**config.mk**
```make
export PLATFORM = sky130hd
export DESIGN_NAME = spawn_pos_gen_flat
export DESIGN_NICKNAME = d
export VERILOG_FILES = /design/src/rtl/console_pkg.sv /design/src/rtl/spawn_pos_gen_if.sv /design/src/rtl/spawn_pos_gen.sv /design/src/flat_wrapper.sv
export SDC_FILE = /design/constraint.sdc
export NUM_CORES = 1
export LEC_CHECK = 0
export CORE_ASPECT_RATIO = 0.8
export CORE_MARGIN = 5
export CORE_UTILIZATION = 50
export CTS_CLUSTER_SIZE = 14
export DETAILED_ROUTE_END_ITERATION = 12
export GPL_TIMING_DRIVEN = 0
export PLACE_DENSITY = 0.79
export RECOVER_POWER = 25
export REMOVE_ABC_BUFFERS = 1
export SLEW_MARGIN = 10
export SYNTH_ARGS = -nofsm -noshare
export SYNTH_HDL_FRONTEND = slang
export SYNTH_SLANG_ARGS = --single-unit
```
**constraint.sdc**
```tcl
create_clock -name clk -period 3 [get_ports clk]
set_input_delay 0.6 -clock clk [delete_from_list [all_inputs] [get_ports clk]]
set_output_delay 0.6 -clock clk [all_outputs]
set_load 0.05 [all_outputs]
```
**src/rtl/console_pkg.sv**
```systemverilog
// Shared console constants and the spawn position generator state type.
package console_pkg;

  localparam int unsigned SCREEN_W = 640;
  localparam int unsigned SCREEN_H = 480;
  localparam int unsigned RND_W    = 10;
  localparam int unsigned POS_X_W  = 10;
  localparam int unsigned POS_Y_W  = 9;
  localparam int unsigned CNT_W    = 8;

  typedef enum logic [2:0] {
    SPG_IDLE,
    SPG_REDUCE_X,
    SPG_SAMPLE_Y,
    SPG_REDUCE_Y,
    SPG_DONE
  } spawn_state_e;

endpackage

```
**src/rtl/spawn_pos_gen_if.sv**
```systemverilog
// Request/acknowledge handshake and result bus between a spawn consumer and spawn_pos_gen.
interface spawn_if;
  import console_pkg::*;

  logic               spawn_req;
  logic               spawn_ready;
  logic               spawn_valid;
  logic               spawn_ack;
  logic [POS_X_W-1:0] pos_x;
  logic [POS_Y_W-1:0] pos_y;
  logic [CNT_W-1:0]   spawn_count;

  modport master (
    output spawn_req, spawn_ack,
    input  spawn_ready, spawn_valid, pos_x, pos_y, spawn_count
  );

  modport slave (
    input  spawn_req, spawn_ack,
    output spawn_ready, spawn_valid, pos_x, pos_y, spawn_count
  );

endinterface

```
**src/rtl/spawn_pos_gen.sv**
```systemverilog
// Turns upstream LFSR words into an on-screen (x,y) spawn position by repeated
// subtraction, using one subtract/compare path shared by both axes.
module spawn_pos_gen
  import console_pkg::*;
#(
  parameter int unsigned MAX_X = SCREEN_W,
  parameter int unsigned MAX_Y = SCREEN_H
) (
  input  logic             clk,
  input  logic             reset,
  input  logic [RND_W-1:0] rnd_value,
  spawn_if.slave           spawn
);

  localparam logic [RND_W-1:0] LIM_X = RND_W'(MAX_X);
  localparam logic [RND_W-1:0] LIM_Y = RND_W'(MAX_Y);

  spawn_state_e       state_q;
  logic [RND_W-1:0]   work_q;
  logic [POS_X_W-1:0] pos_x_q;
  logic [POS_Y_W-1:0] pos_y_q;
  logic [CNT_W-1:0]   count_q;
  logic               ready_q;
  logic               valid_q;

  logic [RND_W-1:0]   limit_c;
  logic [RND_W-1:0]   work_sub_c;
  logic               over_c;

  // Shared reduction datapath; equality counts as out of range.
  always_comb begin
    limit_c    = (state_q == SPG_REDUCE_X) ? LIM_X : LIM_Y;
    over_c     = (work_q >= limit_c);
    work_sub_c = work_q - limit_c;
  end

  always_ff @(posedge clk or negedge reset) begin
    if (!reset) begin
      state_q <= SPG_IDLE;
      work_q  <= '0;
      pos_x_q <= '0;
      pos_y_q <= '0;
      count_q <= '0;
      ready_q <= 1'b1;
      valid_q <= 1'b0;
    end else begin
      unique case (state_q)
        SPG_IDLE: begin
          if (spawn.spawn_req && ready_q) begin
            work_q  <= rnd_value;
            ready_q <= 1'b0;
            state_q <= SPG_REDUCE_X;
          end
        end
        SPG_REDUCE_X: begin
          if (over_c) begin
            work_q <= work_sub_c;
          end else begin
            pos_x_q <= POS_X_W'(work_q);
            state_q <= SPG_SAMPLE_Y;
          end
        end
        // Y comes from a later LFSR word than X.
        SPG_SAMPLE_Y: begin
          work_q  <= rnd_value;
          state_q <= SPG_REDUCE_Y;
        end
        SPG_REDUCE_Y: begin
          if (over_c) begin
            work_q <= work_sub_c;
          end else begin
            pos_y_q <= work_q[POS_Y_W-1:0];
            valid_q <= 1'b1;
            state_q <= SPG_DONE;
          end
        end
        SPG_DONE: begin
          if (spawn.spawn_ack) begin
            count_q <= count_q + CNT_W'(1);
            valid_q <= 1'b0;
            ready_q <= 1'b1;
            state_q <= SPG_IDLE;
          end
        end
        default: begin
          ready_q <= 1'b1;
          valid_q <= 1'b0;
          state_q <= SPG_IDLE;
        end
      endcase
    end
  end

  assign spawn.spawn_ready = ready_q;
  assign spawn.spawn_valid = valid_q;
  assign spawn.pos_x       = pos_x_q;
  assign spawn.pos_y       = pos_y_q;
  assign spawn.spawn_count = count_q;

endmodule

```
**src/flat_wrapper.sv**
```systemverilog
// flat-port wrapper written by rule: the top's interface ports become plain ports
module spawn_pos_gen_flat import console_pkg::*;
#(
  parameter int unsigned MAX_X = SCREEN_W,
  parameter int unsigned MAX_Y = SCREEN_H
)
  (clk, reset, rnd_value, spawn_spawn_req, spawn_spawn_ack, spawn_spawn_ready, spawn_spawn_valid, spawn_pos_x, spawn_pos_y, spawn_spawn_count);
  spawn_if spawn_i ();
  input  logic clk;
  input  logic reset;
  input  logic [RND_W-1:0] rnd_value;
  input wire logic [$bits(spawn_i.spawn_req)-1:0] spawn_spawn_req;
  input wire logic [$bits(spawn_i.spawn_ack)-1:0] spawn_spawn_ack;
  output wire logic [$bits(spawn_i.spawn_ready)-1:0] spawn_spawn_ready;
  output wire logic [$bits(spawn_i.spawn_valid)-1:0] spawn_spawn_valid;
  output wire logic [$bits(spawn_i.pos_x)-1:0] spawn_pos_x;
  output wire logic [$bits(spawn_i.pos_y)-1:0] spawn_pos_y;
  output wire logic [$bits(spawn_i.spawn_count)-1:0] spawn_spawn_count;
  assign spawn_i.spawn_req = spawn_spawn_req;
  assign spawn_i.spawn_ack = spawn_spawn_ack;
  assign spawn_spawn_ready = spawn_i.spawn_ready;
  assign spawn_spawn_valid = spawn_i.spawn_valid;
  assign spawn_pos_x = spawn_i.pos_x;
  assign spawn_pos_y = spawn_i.pos_y;
  assign spawn_spawn_count = spawn_i.spawn_count;
  spawn_pos_gen #(.MAX_X(MAX_X), .MAX_Y(MAX_Y)) u_core (.clk(clk), .reset(reset), .rnd_value(rnd_value), .spawn(spawn_i));
endmodule
```
==> impl_metrics.env, run 1 <==
export IMPL_synth_edf_count=0
export IMPL_wl_um=4100
export IMPL_critPathLaunchType="register"
export IMPL_grt_pass1_vias=1418
export IMPL_synth_cell_area_um2=1920
export IMPL_hpwl_um=2860
export IMPL_max_freq_ghz=0.350
export IMPL_path_clk_slew_ps=80
export IMPL_grtUsageTotal_pct=17.8
export IMPL_synth_cell_types=35
export IMPL_ant_nets=0
export IMPL_synth_cells=157
export IMPL_multi_input_area_um2=827
export IMPL_worst_slew_pin_slew_ps=1540
export IMPL_synth_seq_cells=42
export IMPL_die_area_um2=5200
export IMPL_ys_warn_count=0
export IMPL_grt_pass1_wl_um=6990
export IMPL_utilization_pct=66.3
export IMPL_cts_buffers=5
export IMPL_antenna_found_initial=0
export IMPL_drive_gt1_share_pct=17.7
export IMPL_num_fill_cells=292
export IMPL_die_x_um=79.4
export IMPL_synth_most_common_cell="dfrtp_1"
export IMPL_first_iter_violations=56
export IMPL_outcome="finished with violations"
export IMPL_clock_root_buffer="clkbuf_8"
export IMPL_finalCritPeriodShare_pct=95.3
export IMPL_fp_row_count=20
export IMPL_final_nets=222
export IMPL_ios=43
export IMPL_via_count=1384
export IMPL_violations="capacitance limit, slew limit"
export IMPL_synthArstFlopShare_pct=100
export IMPL_drv_slew=30
export IMPL_clk_latency_ps=300
export IMPL_setup_violations=0
export IMPL_place_inst=239
export IMPL_fp_dieH_um=65.5
export IMPL_gp_congestion=0.886
export IMPL_dr_pass1_iters=4
export IMPL_cts_buffer_depth=2
export IMPL_crit_type="reg2reg"
export IMPL_wire_per_inst_um=16.6
export IMPL_rsz0062_at_grt="true"
export IMPL_grt_overflow_total=0
export IMPL_route_detailed_drc=0
export IMPL_port_buffers=42
export IMPL_irDropWorstVdd_mv=0.634
export IMPL_cts_setup_buffers=0
export IMPL_powerDensity_nw_per_um2=1300
export IMPL_clock_skew_final_ps=7.46
export IMPL_hold_violations=0
export IMPL_ys_seq_area_share_pct=54.7
export IMPL_register_area_um2=1050
export IMPL_start_util_pct=51.3
export IMPL_yosys_area_top_type="dfrtp_1"
export IMPL_slew_headroom_pct=-2.98
export IMPL_synth_ff_type="dfrtp_1"
export IMPL_hold_path_class="in2async"
export IMPL_cts_sinks=42
export IMPL_synth_top_area_share_pct=53.3
export IMPL_yosys_top_cells_area="dfrtp_1, mux2_4, mux2_2, nand2_1, ha_1"
export IMPL_cp_arrival_ps=3050
export IMPL_cp_max_fo=11
export IMPL_viasPerCell=5.60
export IMPL_whs_ps=331
export IMPL_htreeDepth=2
export IMPL_cp_end_kind="register"
export IMPL_period_needed_ps=2860
export IMPL_syn_area_per_cell_um2=12.3
export IMPL_synth_top_cells_by_count="dfrtp_1, nand2_1, mux2_2"
export IMPL_ctsHoldBuffers=0
export IMPL_crit_required_ps=3190
export IMPL_cts_tree="yes"
export IMPL_setup_tns_ps=0
export IMPL_drv_cap=1
export IMPL_stdcell_count=247
export IMPL_diodes=0
export IMPL_grt_max_degree=30
export IMPL_syn_to_final_growth_pct=29.3
export IMPL_core_um2=3750
export IMPL_power_leakage_uw=0.00117
==> cell families after synthesis <==
group	synth area share (%)
AO/OA/AOI/OAI	8.00
XOR/XNOR	4.10
adder cells (fa/ha/maj)	4.29
buffers and inverters	3.12
flip-flops	54.7
multiplexers	13.5
AND/OR/NAND/NOR	12.4
==> power by group <==
group	switching [µW]	internal, µW	total [µW]
sequential	209	809	1020
clock	200	248	449
combinational	1050	712	1770
==> cells in the final DEF (no fill, tap or decap), types with 2 or more instances in the layout <==
| master | instances |
|---|---|
| o21ai_0 | 3 |
| a21oi_2 | 2 |
| clkdlybuf4s50_1 | 41 |
| nand4_1 | 2 |
| clkbuf_1 | 3 |
| xor2_1 | 2 |
| xnor2_1 | 7 |
| a22o_1 | 2 |
| dfrtp_1 | 41 |
| nor3_1 | 2 |
| mux2_2 | 11 |
| a221o_1 | 2 |
| a21oi_1 | 2 |
| nand3_1 | 3 |
| inv_1 | 7 |
| nand2_1 | 23 |
| clkbuf_8 | 5 |
| ha_1 | 5 |
| nor2b_1 | 4 |
| mux2_4 | 9 |
| nor2_1 | 4 |
| a21o_1 | 3 |
| and3_1 | 3 |
==> metrics by stage <==
stage,power [µW],cell area [µm²],worst slack (ps)
finish,3230,2490,141
global route,3410,2490,-7.91
CTS,3240,2500,39.8
detailed placement,2770,2380,8.38
global placement,2710,2370,21.0
floorplan,2240,1890,456
==> path summary, 6_finish.rpt <==
check	slack (ps)	startpoint	end	cells after the start
hold reg to reg	470	u_core.spawn.spawn_count[7]	u_core.spawn.spawn_count[7]	1
max in group asynchronous	790	reset	u_core.spawn.pos_x[7]	2
setup reg to reg	140	u_core.state_q[2]	u_core.spawn.pos_x[8]	9
hold / removal	330	reset	u_core.spawn.spawn_count[7]	1
setup / recovery	140	u_core.state_q[2]	u_core.spawn.pos_x[8]	9
min in group clk	470	u_core.spawn.spawn_count[7]	u_core.spawn.spawn_count[7]	1
==> area by class of cell <==
type / instances / area share, %
flip-flops and latches: 42 / 42.3
multi-input cells: 103 / 33.2
repair buffers: 43 / 16.8
clock buffers: 6 / 2.92
well taps: 44 / 2.21
clock inverters: 2 / 1.51
inverters: 7 / 1.06
==> sequential cells by signal (all words and copies together) (netlist names) <==
signal                    count
u_core.state_q                3
u_core.spawn.spawn_count      8
u_core.spawn.pos_y            9
u_core.spawn.pos_x           10
u_core.spawn.spawn_ready      1
u_core.work_q                10
u_core.spawn.spawn_valid      1
==> worst max-delay path, cell delays in order (launching register included) <==
cell     delay, ps
dfrtp_1        480
nor2b_2        240
nand2_1        190
inv_1          160
ha_1           250
nor2b_1        150
a311o_1        380
a21oi_2        260
nand2_2        260
mux2_4         360
==> repair_timing <==
item,CTS,global route
gates cloned,0,0
resized for setup,1,1
endpoints found under the setup margin,9,19
==> routing by layer <==
layer / vias to the layer above / share of wire [%] / track usage (%)
li1: 637 / - / -
met2: 51 / 47 / 28.3
met5: - / 0 / 0
met4: 0 / 2.0 / 7.08
met3: 10 / 5.9 / 4.79
met1: 686 / 45 / 23.3
(Power assumes the default switching activity.)
==> run 2: changes to the inputs <==
- ABC_AREA: default -> 1
- CAP_MARGIN: default -> 20
- CORE_UTILIZATION: 50 -> 51
- PLACE_DENSITY: 0.79 -> 0.8
==> impl_metrics.env, run 2 <==
export IMPL_htreeDepth=2
export IMPL_ys_warn_count=0
export IMPL_synth_edf_count=0
export IMPL_port_buffers=42
export IMPL_finalCritPeriodShare_pct=92.0
export IMPL_outcome="completed"
export IMPL_fp_dieH_um=67.1
export IMPL_grt_overflow_total=0
export IMPL_ys_seq_area_share_pct=50.7
export IMPL_slew_headroom_pct=23.2
export IMPL_cp_arrival_ps=2930
export IMPL_synth_cell_types=30
export IMPL_ctsHoldBuffers=0
export IMPL_setup_tns_ps=0
export IMPL_synth_cell_area_um2=2080
export IMPL_drv_slew=0
export IMPL_start_util_pct=53.9
export IMPL_wire_per_inst_um=12.3
export IMPL_worst_slew_pin_slew_ps=1150
export IMPL_synth_cells=213
export IMPL_dr_pass1_iters=4
export IMPL_fp_row_count=20
export IMPL_ant_nets=0
export IMPL_cts_tree="yes"
export IMPL_grt_pass1_vias=1480
export IMPL_layout_common_cells="clkdlybuf4s50_1, dfrtp_1, nand2_1, o21ai_2, inv_1"
export IMPL_syn_area_per_cell_um2=9.75
export IMPL_setup_violations=0
export IMPL_grt_max_degree=23
export IMPL_antenna_found_initial=0
export IMPL_hold_path_class="reg2reg"
export IMPL_final_nets=279
export IMPL_clk_latency_ps=290
export IMPL_gp_congestion=0.877
export IMPL_cp_max_fo=20
export IMPL_syn_to_final_growth_pct=26.8
export IMPL_finalInstanceArea_um2=2630
export IMPL_path_clk_slew_ps=80
export IMPL_grt_pass1_wl_um=6780
export IMPL_yosys_area_top_type="dfrtp_1"
export IMPL_die_x_um=81.4
export IMPL_hold_violations=0
export IMPL_wl_um=3870
export IMPL_synth_seq_cells=42
export IMPL_cts_buffers=5
export IMPL_max_freq_ghz=0.362
export IMPL_synth_most_common_cell="dfrtp_1"
export IMPL_cts_sinks=42
export IMPL_hpwl_um=2870
export IMPL_crit_type="reg2reg"
export IMPL_first_iter_violations=91
export IMPL_cts_buffer_depth=2
export IMPL_drive_gt1_share_pct=23.1
export IMPL_via_count=1554
export IMPL_synth_top_cells_by_count="dfrtp_1, nand2_1, o21ai_2"
export IMPL_critPathLaunchType="register"
export IMPL_cts_setup_buffers=0
export IMPL_r2r_slack_ps=240
export IMPL_cp_end_kind="register"
export IMPL_synthArstFlopShare_pct=100
export IMPL_num_fill_cells=338
export IMPL_core_um2=3850
export IMPL_clock_skew_final_ps=3.41
export IMPL_clock_root_buffer="clkbuf_8"
export IMPL_synth_ff_type="dfrtp_1"
export IMPL_ios=43
export IMPL_die_area_um2=5460
export IMPL_synth_top_area_share_pct=49.4
export IMPL_drv_cap=0
export IMPL_grtUsageTotal_pct=16.6
export IMPL_viasPerCell=4.93
export IMPL_crit_required_ps=3170
export IMPL_period_needed_ps=2760
export IMPL_route_detailed_drc=0
export IMPL_dpl_cell_area_um2=2540
export IMPL_yosys_top_cells_area="dfrtp_1, nand2_1, o21ai_2, nand2_2, ha_1"
export IMPL_diodes=0
==> run 2: cell count changes in the layout (fill, tap and decap cells not counted), moves of 6 or more <==
cell     previous run  this run
nand2_1            23        40
o21ai_2             0        17
nand2_2             1        13
mux2_2             11         1
mux2_4              9         0
nor2_1              4        13
inv_1               7        15
a21oi_1             2         9
inv_2               0         7
o21ai_1             0         6
==> run 2: path summary, 6_finish.rpt <==
kind	start	end	cells past startpoint
max in group asynchronous	reset	u_core.spawn.pos_x[5]	2
max	u_core.state_q[2]	u_core.spawn.pos_x[2]	15
max reg2reg	u_core.state_q[2]	u_core.spawn.pos_x[2]	15
min	u_core.spawn.spawn_count[7]	u_core.spawn.spawn_count[7]	1
min reg2reg	u_core.spawn.spawn_count[7]	u_core.spawn.spawn_count[7]	1
min in group asynchronous	reset	u_core.spawn.pos_y[1]	1
==> run 2: timing repair <==
item	CTS	global route
endpoints found under the setup margin	0	11
resized for setup	0	1
hold endpoints to repair	0	0
==> run 2: kinds of logic (layout without fill, tap and decap cells) <==
logic type / Yosys count / in the layout / synth area share (%)
compound gates: 42 / 42 / 13.9
xor+xnor: 7 / 7 / 2.95
fa+ha+maj: 6 / 6 / 3.98
buf+inv: 27 / 74 / 6.45
flops: 42 / 42 / 50.7
mux: 1 / 1 / 0.542
simple gates: 88 / 88 / 21.5
==> run 2: critical path, cell delays in order (launching register included) <==
cell	delay [ps]
dfrtp_1	500
nor2_2	280
inv_2	160
nor2_4	180
inv_2	90
ha_1	330
nand2_1	130
inv_2	40
nand2_1	40
nand2_1	50
nor2_2	100
nand3_2	100
inv_2	100
nand2_2	280
nand2_1	180
o21ai_2	60
==> run 2: area by class of cell <==
type	instances	area, µm²	share of cell area, %
repair buffers	43	418	15.9
inverters	23	88.8	3.37
flip-flops and latches	42	1050	40.0
well taps	55	68.8	2.61
clock buffers	6	72.6	2.76
clock inverters	2	37.5	1.43
multi-input cells	144	896	34.0
==> run 2: routing by layer <==
layer / vias to the layer above / part of all wire [%] / GRT usage [%]
met2: 36 / 43 / 25.3
li1: 783 / - / -
met3: 6 / 6.2 / 4.86
met1: 729 / 50 / 22.4
met4: 0 / 1.1 / 5.91
met5: - / 0 / 0
==> run 2: per-stage QoR <==
stage	std cells	hold WS, ps	worst slack [ps]	utilization, %
2_1_floorplan	209	304	635	-
3_3_place_gp	306	459	254	65.4
3_5_place_dp	307	466	221	66.0
4_1_cts	315	273	200	68.9
5_1_grt	315	505	-13.8	68.3
6_report	315	467	241	68.3
Power of run 2 is left out: the tool's default activity adds up to more than one toggle a clock period on the data nets, which glitch-free logic cannot reach.
==> run 3: changes to the inputs <==
- CTS_CLUSTER_DIAMETER: default -> 150
==> results of run 3 <==
Same layout as run 2: the final DEF is identical, and so are final timing and power.
Power of run 3 is left out for the same reason.
==> patch (settings of run 2) <==
`POS_X_W`: 10 -> 5.
--- a/src/rtl/console_pkg.sv
+++ b/src/rtl/console_pkg.sv
@@ -4,7 +4,7 @@
   localparam int unsigned SCREEN_W = 640;
   localparam int unsigned SCREEN_H = 480;
   localparam int unsigned RND_W    = 10;
-  localparam int unsigned POS_X_W  = 10;
+  localparam int unsigned POS_X_W  = 5;
   localparam int unsigned POS_Y_W  = 9;
   localparam int unsigned CNT_W    = 8;
 
Ports: changed (resized spawn_pos_x); port bits go from 43 to 38. No check against the original RTL was run, so the function may have changed too.
==> patch against run 2 <==
Wire length decreased by 1.8%; critical path type unchanged; die area decreased by 8.3%; synthesized area decreased by 9.5%; final cell count decreased by 7.0%; final area decreased by 9.3%; fmax increased by 7.2%; highest routed layer unchanged; setup slack improved by 0.19 ns; sequential cell count decreased by 5.
==> patch: results (changes against run 2) <==
DPL-INSTANCE-AREA_SQ_MM=0.00231  # was 0.00254 sq mm
POWER.TOTAL_mW=3.13
YOSYS-TOP-CELLS-COUNT='sky130_fd_sc_hd__nand2_1, sky130_fd_sc_hd__dfrtp_1, sky130_fd_sc_hd__inv_1, sky130_fd_sc_hd__nor2_1, sky130_fd_sc_hd__nand3_1'  # was sky130_fd_sc_hd__dfrtp_1, sky130_fd_sc_hd__nand2_1, sky130_fd_sc_hd__o21ai_2
SYNTHARSTFLOPSHARE_PCT=100  # unchanged
CTS.HTREE.LEVELS=2  # unchanged
GRT_FIRST_PASS_WIRELENGTH_MM=6.74  # was 6.78 mm
GROUTE.LAYER.MET1.USAGE_PCT=20.9  # was 22.4%
FINALWIRELENGTH_MM=3.80  # was 3.87 mm
MAX_STAGE_DELAY_NS=0.48  # was 0.50 ns
SYNTH.TOP_CELL.AREA_SHARE_PCT=47.9  # was 49.4%
DRT_ITER0_DRC=87  # was 91
GLOBALROUTEMET3UTIL_PCT=5.76  # was 4.86%
HIGHEST_LAYER='met4'  # unchanged
WL_MET1_MM=1.74  # was 1.93 mm
DESIGN.FINAL.NETS=270  # was 279
GRT_PASS1_VIAS=1514  # was 1480
CRITICAL_PATH_ARRIVAL_NS=2.76  # was 2.93 ns
WL_MET3_UM=221  # was 239 um
SYNTH_SEQ_AREA_SHARE_PCT=49.3  # was 50.7%
DRIVE_ABOVE_1_SHARE_PCT=15.9  # was 23.1%
YS_TOP_CELLS_BY_AREA='sky130_fd_sc_hd__dfrtp_1, sky130_fd_sc_hd__nand2_1, sky130_fd_sc_hd__ha_1, sky130_fd_sc_hd__inv_1, sky130_fd_sc_hd__nor2_1'  # was sky130_fd_sc_hd__dfrtp_1, sky130_fd_sc_hd__nand2_1, sky130_fd_sc_hd__o21ai_2, sky130_fd_sc_hd__nand2_2, sky130_fd_sc_hd__ha_1
TRACK_USAGE_PCT=16.9  # was 16.6%
FILLERS=281  # was 338
WORSTHOLDPATHTYPE='primary input to async pin'  # was register to register
CPLARGESTDELAYFAMILY='simple AND/OR/NAND/NOR gates'  # unchanged
PLACE.GP.CONGESTION=0.848  # was 0.877
MAXIMUM_NUMBER_OF_PINS_ON_ONE_NET_BEFORE_GLOBAL_ROUTE_REPAIR=20  # was 23
CLOCK-SKEW-FINAL_NS=0.00334  # was 0.00341 ns
RUN_STATUS='finished, final reports clean'  # unchanged
HPWLAFTERDP_MM=2.76  # was 2.87 mm
VIASPERCELL=5.05  # was 4.93
COUNT_OF_INPUT_AND_OUTPUT_BUFFERS=37  # was 42
CRIT_FANOUT=10  # was 20
REGISTER_AREA_SQ_UM=927  # was 0.00105 sq mm
POST_SYNTH_NUM_CELL_TYPES=32  # was 30
==> patch: path summary, 6_finish.rpt <==
kind	from	end	slack, ns	depth (start not counted)
setup / recovery	u_core.state_q[2]$_DFFE_PN0P_	u_core.work_q[6]$_DFFE_PN0P_	0.43	17
hold / removal	reset	u_core.state_q[2]$_DFFE_PN0P_	0.43	1
setup reg to reg	u_core.state_q[2]$_DFFE_PN0P_	u_core.work_q[6]$_DFFE_PN0P_	0.43	17
hold reg to reg	u_core.spawn.spawn_valid$_DFFE_PN0P_	u_core.spawn.spawn_valid$_DFFE_PN0P_	0.48	2
max in group asynchronous	reset	u_core.spawn.pos_y[5]$_DFFE_PN0P_	1.12	2
min in group clk	u_core.spawn.spawn_valid$_DFFE_PN0P_	u_core.spawn.spawn_valid$_DFFE_PN0P_	0.48	2
==> patch: stage by stage <==
| step | std cells | setup WS [ns] | hold WS, ns |
|---|---|---|---|
| floorplan | 205 | 0.793 | 0.304 |
| detailed placement | 285 | 0.441 | 0.466 |
| global route | 293 | 0.256 | 0.493 |
| finish | 293 | 0.427 | 0.432 |
| CTS | 293 | 0.408 | 0.262 |
| global placement | 284 | 0.475 | 0.460 |
==> patch: cells by family (layout without fill, tap and decap cells) <==
family          count (synthesis)  after routing  share of synthesized area (%)
compound gates                 26             26                           8.85
buf+inv                        23             68                           5.26
fa+ha+maj                       6              6                           4.39
xor+xnor                        7              7                           3.26
flops                          37             37                           49.3
simple gates                  105            105                           27.7
mux                             2              2                           1.20
==> patch: final cells by class <==
cell class / count / area share [%]
multi-input combinational: 146 / 35.7
tap: 42 / 2.20
inverter: 22 / 3.66
timing repair buffer: 38 / 15.4
clock buffer: 7 / 4.03
clock inverter: 1 / 0.209
sequential: 37 / 38.8
